$ cat src/rtl/cdma_img_fifo_128x11_pkg.sv
// Shared sizing and helpers for the 128x11 image FIFO.
package cdma_img_fifo_128x11_pkg;

  localparam int DEPTH  = 128;
  localparam int WIDTH  = 11;
  localparam int ADDR_W = 7;
  localparam int CNT_W  = 8;

  typedef logic [ADDR_W-1:0] addr_t;
  typedef logic [CNT_W-1:0]  cnt_t;
  typedef logic [WIDTH-1:0]  data_t;

  localparam cnt_t FULL_CNT = 8'd128;

  // Occupancy update: +1 on push, -1 on pop, unchanged when both or neither.
  function automatic cnt_t cnt_update(input cnt_t cnt, input logic inc, input logic dec);
    return cnt + {{(CNT_W-1){1'b0}}, inc} - {{(CNT_W-1){1'b0}}, dec};
  endfunction

  // 7-bit address increment wraps 127 -> 0 naturally.
  function automatic addr_t addr_inc(input addr_t adr);
    return adr + {{(ADDR_W-1){1'b0}}, 1'b1};
  endfunction

endpackage

$ cat src/rtl/cdma_img_fifo_128x11_ram.sv
// 128x11 RAM with one write port, a registered array read and an output register.
module ram_128x11
  import cdma_img_fifo_128x11_pkg::*;
(
  input  logic              clk,
  input  logic [31:0]       pwrbus_ram_pd,
  input  logic [ADDR_W-1:0] wa,
  input  logic              we,
  input  logic [WIDTH-1:0]  di,
  input  logic [ADDR_W-1:0] ra,
  input  logic              re,
  input  logic              ore,
  output logic [WIDTH-1:0]  dout
);

  data_t mem_r [DEPTH];
  data_t ram_q_r;
  data_t dout_r;
  logic  unused_pd_s;

  // Power-down bus has no functional effect in this model.
  assign unused_pd_s = ^pwrbus_ram_pd;

  // Array write port.
  always_ff @(posedge clk) begin
    if (we) begin
      mem_r[wa] <= di;
    end
  end

  // First read stage: array read register.
  always_ff @(posedge clk) begin
    if (re) begin
      ram_q_r <= mem_r[ra];
    end
  end

  // Second read stage: output register, loaded only on a read pop.
  always_ff @(posedge clk) begin
    if (ore) begin
      dout_r <= ram_q_r;
    end
  end

  assign dout = dout_r;

endmodule

$ cat src/rtl/cdma_img_fifo_128x11.sv
// 128x11 FIFO: registered input stage, RAM storage, two-stage read pipeline
// with independent write-side and read-side occupancy counts.
module cdma_img_fifo_128x11
  import cdma_img_fifo_128x11_pkg::*;
(
  input  logic             clk,
  input  logic             reset,
  input  logic             wr_req,
  output logic             wr_ready,
  input  logic [WIDTH-1:0] wr_data,
  output logic             rd_req,
  input  logic             rd_ready,
  output logic [WIDTH-1:0] rd_data,
  input  logic [31:0]      pwrbus_ram_pd
);

  logic  wr_req_in_r;
  data_t wr_data_in_r;
  logic  wr_busy_in_r;
  logic  wr_full_r;
  cnt_t  wr_count_r;
  addr_t wr_adr_r;
  logic  wr_popping_r;

  logic  rd_pushing_r;
  cnt_t  rd_count_r;
  addr_t rd_adr_r;
  logic  rd_req_p_r;
  logic  rd_req_int_r;

  logic  wr_accept_s;
  logic  wr_reserving_s;
  cnt_t  wr_count_next_s;
  logic  wr_full_next_s;
  logic  wr_req_in_next_s;
  logic  wr_busy_in_next_s;

  logic  rd_popping_s;
  cnt_t  rd_count_next_s;
  logic  rd_req_p_next_s;
  logic  rd_req_int_next_s;
  addr_t rd_ra_s;

  // Write side: input beat goes to RAM unless full; hold flag predicts next-cycle stall.
  always_comb begin
    wr_accept_s       = wr_req & ~wr_busy_in_r;
    wr_reserving_s    = wr_req_in_r & ~wr_full_r;
    wr_count_next_s   = cnt_update(wr_count_r, wr_reserving_s, wr_popping_r);
    wr_full_next_s    = (wr_count_next_s == FULL_CNT);
    wr_req_in_next_s  = wr_accept_s | (wr_req_in_r & ~wr_reserving_s);
    wr_busy_in_next_s = wr_req_in_next_s & wr_full_next_s;
  end

  // Write-side state registers.
  always_ff @(posedge clk) begin
    if (reset) begin
      wr_req_in_r  <= 1'b0;
      wr_busy_in_r <= 1'b0;
      wr_full_r    <= 1'b0;
      wr_count_r   <= 8'd0;
      wr_adr_r     <= 7'd0;
      wr_popping_r <= 1'b0;
    end else begin
      wr_req_in_r  <= wr_req_in_next_s;
      wr_busy_in_r <= wr_busy_in_next_s;
      wr_full_r    <= wr_full_next_s;
      wr_count_r   <= wr_count_next_s;
      wr_adr_r     <= wr_reserving_s ? addr_inc(wr_adr_r) : wr_adr_r;
      wr_popping_r <= rd_popping_s;
    end
  end

  // Input payload register; frozen while the input beat is held.
  always_ff @(posedge clk) begin
    if (wr_accept_s) begin
      wr_data_in_r <= wr_data;
    end
  end

  // Read side: the array stage is refilled from the next address when the output takes a pop.
  always_comb begin
    rd_popping_s      = rd_req_p_r & (~rd_req_int_r | rd_ready);
    rd_count_next_s   = cnt_update(rd_count_r, rd_pushing_r, rd_popping_s);
    rd_req_p_next_s   = (rd_count_next_s != 8'd0);
    rd_req_int_next_s = rd_popping_s | (rd_req_int_r & ~rd_ready);
    if (rd_popping_s) begin
      rd_ra_s = addr_inc(rd_adr_r);
    end else begin
      rd_ra_s = rd_adr_r;
    end
  end

  // Read-side state registers.
  always_ff @(posedge clk) begin
    if (reset) begin
      rd_pushing_r <= 1'b0;
      rd_count_r   <= 8'd0;
      rd_adr_r     <= 7'd0;
      rd_req_p_r   <= 1'b0;
      rd_req_int_r <= 1'b0;
    end else begin
      rd_pushing_r <= wr_reserving_s;
      rd_count_r   <= rd_count_next_s;
      rd_adr_r     <= rd_ra_s;
      rd_req_p_r   <= rd_req_p_next_s;
      rd_req_int_r <= rd_req_int_next_s;
    end
  end

  ram_128x11 u_ram (
    .clk           (clk),
    .pwrbus_ram_pd (pwrbus_ram_pd),
    .wa            (wr_adr_r),
    .we            (wr_reserving_s),
    .di            (wr_data_in_r),
    .ra            (rd_ra_s),
    .re            (rd_req_p_next_s),
    .ore           (rd_popping_s),
    .dout          (rd_data)
  );

  assign wr_ready = ~wr_busy_in_r;
  assign rd_req   = rd_req_int_r;

endmodule

$ cat config.mk
export PLATFORM = sky130hd
export DESIGN_NAME = cdma_img_fifo_128x11
export DESIGN_NICKNAME = d
export VERILOG_FILES = /design/src/rtl/cdma_img_fifo_128x11_pkg.sv /design/src/rtl/cdma_img_fifo_128x11_ram.sv /design/src/rtl/cdma_img_fifo_128x11.sv
export SDC_FILE = /design/constraint.sdc
export NUM_CORES = 2
export LEC_CHECK = 0
export CAP_MARGIN = 20
export CORE_ASPECT_RATIO = 1.4
export CORE_MARGIN = 2
export CORE_UTILIZATION = 25
export CTS_CLUSTER_DIAMETER = 40
export DETAILED_ROUTE_END_ITERATION = 10
export GPL_TIMING_DRIVEN = 0
export SLEW_MARGIN = 20
export SYNTH_ARGS = -nofsm -noshare
export SYNTH_HDL_FRONTEND = slang
export SYNTH_SLANG_ARGS = --single-unit
$ cat constraint.sdc
create_clock -name clk -period 5.2 [get_ports clk]
set_clock_uncertainty 0.05 [all_clocks]
set_input_delay 0.52 -clock clk [delete_from_list [all_inputs] [get_ports clk]]
set_output_delay 0.52 -clock clk [all_outputs]
set_load 0.03 [all_outputs]
==> metrics.md <==
| Metric | Value |
|---|---|
| Total Routing Usage GR | `15.0%` |
| Wirelength per Cell | `25.7 um` |
| Vias in the first global route | `38895` |
| Die width | `425 um` |
| I/O pin count | `60` |
| Setup crit start kind | `register` |
| Power Dens Cells | `393 mW/mm^2` |
| Worst VDD drop | `369 uV` |
| Initial DRC count | `3970` |
| Synth Cell Area | `0.0621 mm^2` |
| Largest net degree at the start of global routing | `29` |
| Row count | `216` |
| Max-slew headroom at the worst pin | `14.7%` |
| FMAX | `192 MHz` |
| Post-layout power | `28.8 mW` |
| TritonCTS Buffers | `149` |
| Post-CTS Resized | `0` |
| Critical path arrival | `5800 ps` |
| Post-synthesis compound-gate area fraction | `8.02%` |
| Post-Synth Adder-Cell Area | `0.407%` |
| Post-CTS Setup Repair Bufs | `0` |
| Crit path kind | `register to register` |
| Period utilization | `99.9%` |
| RePlAce Congestion | `0.938` |
| Global route overflow | `0` |
| H-tree depth | `4` |
| Remaining antenna violation count | `0` |
| CP Max Fanout | `10` |
| Wirelength, routed | `196000 um` |
| Via count | `38781` |
| Post-Synth XOR/XNOR Area | `0.468%` |
| Syn Area/Cell | `15.6 um^2` |
| Pleak | `22.4 nW` |
| Clock transition at path regs | `60 ps` |
| Sink Count | `1478` |
| Post-synth cell types | `81` |
| Synth warn | `0` |
| Leading area contributor after synthesis | `edfxtp_1` |
| RSZ-0062 raised after global routing | `no` |
| R2R Setup Slk | `5 ps` |
| IO Port Bufs | `26` |
| Initial Utilization | `25.1%` |
| Synth top area share | `69.7%` |
| Hold_sp | `reset` |
| CTS root buf | `clkbuf_16` |
| Seq/Total Area, Yosys | `70.9%` |
| Drt drc | `0` |
| Post-Synth Simple-Gate Area | `6.74%` |
| Hold crit path type | `primary input to register` |
| Die outline height | `593 um` |
| Hold_buf cts | `0` |
| Final min period | `5200 ps` |
| Hold depth | `2` |
| DR vias/cell | `5.08` |
| Die area | `0.252 mm^2` |
| Cell with the most instances after synthesis | `edfxtp_1` |
| Asr flop ratio synth | `0%` |
| Core area | `0.247 mm^2` |
| Reg2Reg Depth | `12` |
| CTS tree | `yes` |
| Reg-to-reg endpoint | `u_ram.ram_q_r[2]` |
| Mux cell area share after synthesis | `11.1%` |
| First-pass GRT wire length | `277000 um` |
| Least-Margin Pin Slew | `1270 ps` |
| Critical Path Sink Type | `register` |
| Initial antenna violation count | `4` |
| EDFF count, synth | `1441` |
| Fraction of layout cells with a size suffix above 1 | `17.1%` |
| DP Wirelength | `139000 um` |
| Main combinational cell family by area after synthesis | `multiplexers` |
| Layout area overhead | `18.2%` |
| Flops & latches, synth | `1478` |
| Fin nets | `4304` |
| Fillers | `24389` |
| Area contributors post-synth | `edfxtp_1 70%, mux2i_1 5.9%, mux4_2 4.5%` |
| Status | `finished, final reports clean` |
| Net count after synthesis | `4033` |
| Worst Path Required | `5810 ps` |
| Reg-to-reg startpoint | `rd_adr_r[0]` |
| Most frequent cells after synthesis | `1441 x edfxtp_1, 414 x nand2_1, 368 x mux2i_1, 184 x nor2_1, 129 x clkbuf_1` |
| Insertion delay to the later sink of the worst-skew pair | `810 ps` |
| Setup TNS | `0 ps` |
| Top_reg_cell synth | `edfxtp_1` |
| Clock Tree Buf Depth | `3` |
| First drt pass iteration count | `6` |
| Final setup viols | `0` |
| Hold worst-path end | `wr_count_r[5]` |
| Mapped Cells | `3967` |
| Maximum Capacitance Violations | `0` |
| Final Hold Fails | `0` |
| Max Slew Vio Count | `0` |
report_power, final:
| group | internal (mW) | switching (mW) | leakage [nW] |
|---|---|---|---|
| registers | 13.2 | 0.119 | 13.3 |
| logic | 1.47 | 2.68 | 6.59 |
| clock network | 6.35 | 4.93 | 2.49 |
cell usage in the layout (no fill, tap or decap), types with 32 or more instances in the layout:
master,instances
mux2i_1,368
clkbuf_1,133
nand2_1,414
nor2_1,103
clkbuf_16,149
buf_2,94
dfxtp_1,37
o221ai_1,32
a32oi_1,101
a31oi_1,33
o22ai_1,117
buf_4,38
buf_8,70
a211oi_1,35
nor2_2,81
a21oi_1,112
o21ai_0,44
nand3_1,93
mux2_2,32
mux4_2,124
edfxtp_1,1441
nor2b_1,50
state kept, by name, summed over array words and instances, names as in the netlist:
signal / cells
rd_pushing_r: 1
rd_req: 1
wr_req_in_r: 1
u_ram.mem_r: 1408
wr_count_r: 8
rd_count_r: 8
wr_busy_in_r: 1
wr_data_in_r: 11
rd_adr_r: 7
rd_req_p_r: 1
u_ram.ram_q_r: 11
wr_popping_r: 1
wr_adr_r: 7
wr_full_r: 1
u_ram.dout: 11
metal layers:
metal	share of wire [%]	global-route usage (%)
met5	0	0
met4	7.5	10.2
met3	7.0	2.58
met2	50	25.8
met1	36	16.9
final cells by class:
type / count / area (um^2) / share of cell area (%)
flip-flops and latches: 1478 / 44000 / 60.0
multi-input cells: 2177 / 16800 / 23.0
well taps: 3270 / 4090 / 5.58
clock buffers: 163 / 3780 / 5.16
repair buffers: 120 / 1740 / 2.38
clock inverters: 110 / 1380 / 1.88
plain buffers: 282 / 1370 / 1.87
inverters: 30 / 113 / 0.154
diodes: 3 / 7.51 / 0.0102
per-stage QoR:
stage               setup WS (ps)  hold slack, ps  utilization, %  area (um^2)  std cells
floorplan                    1380             350               -        62100       3967
global placement            -1520             441            26.9        66400       7263
detailed placement           -580             453            27.5        68000       7353
CTS                          72.0            68.4            29.6        73200       7626
global route                 36.2             125            29.7        73300       7631
finish                       4.85            90.6            29.7        73300       7633
critical path, cell delays in order, from the launching register on:
cell	delay, ps
dfxtp_1	370
ha_1	300
buf_2	240
or4_1	160
clkbuf_1	380
clkbuf_1	730
clkbuf_1	550
o22ai_1	190
nor3_1	440
o22ai_1	290
nor3_1	620
o211ai_1	430
a32oi_1	300
worst max-delay path by stage:
stage / start / end / slack, ps / cells past startpoint
4_1_cts: rd_req / u_ram.ram_q_r[0] / 70 / 18
2_1_floorplan: rd_ready / rd_req_p_r / 1380 / 18
3_5_place_dp: rd_ready / u_ram.ram_q_r[8] / -580 / 19
3_3_place_gp: rd_ready / u_ram.ram_q_r[4] / -1520 / 18
6_report: rd_adr_r[0] / u_ram.ram_q_r[2] / 5 / 12
5_1_grt: rd_adr_r[0] / u_ram.ram_q_r[6] / 40 / 12
cell families (layout without fill, tap and decap cells):
group / after synthesis / after routing
AO/OA/AOI/OAI: 683 / 683
XOR/XNOR: 31 / 31
AND/OR/NAND/NOR: 919 / 919
multiplexers: 525 / 525
flip-flops: 1478 / 1478
adder cells (fa/ha/maj): 19 / 19
buffers and inverters: 312 / 705
other: 0 / 3
No activity file was read; power rests on OpenSTA's default activity.
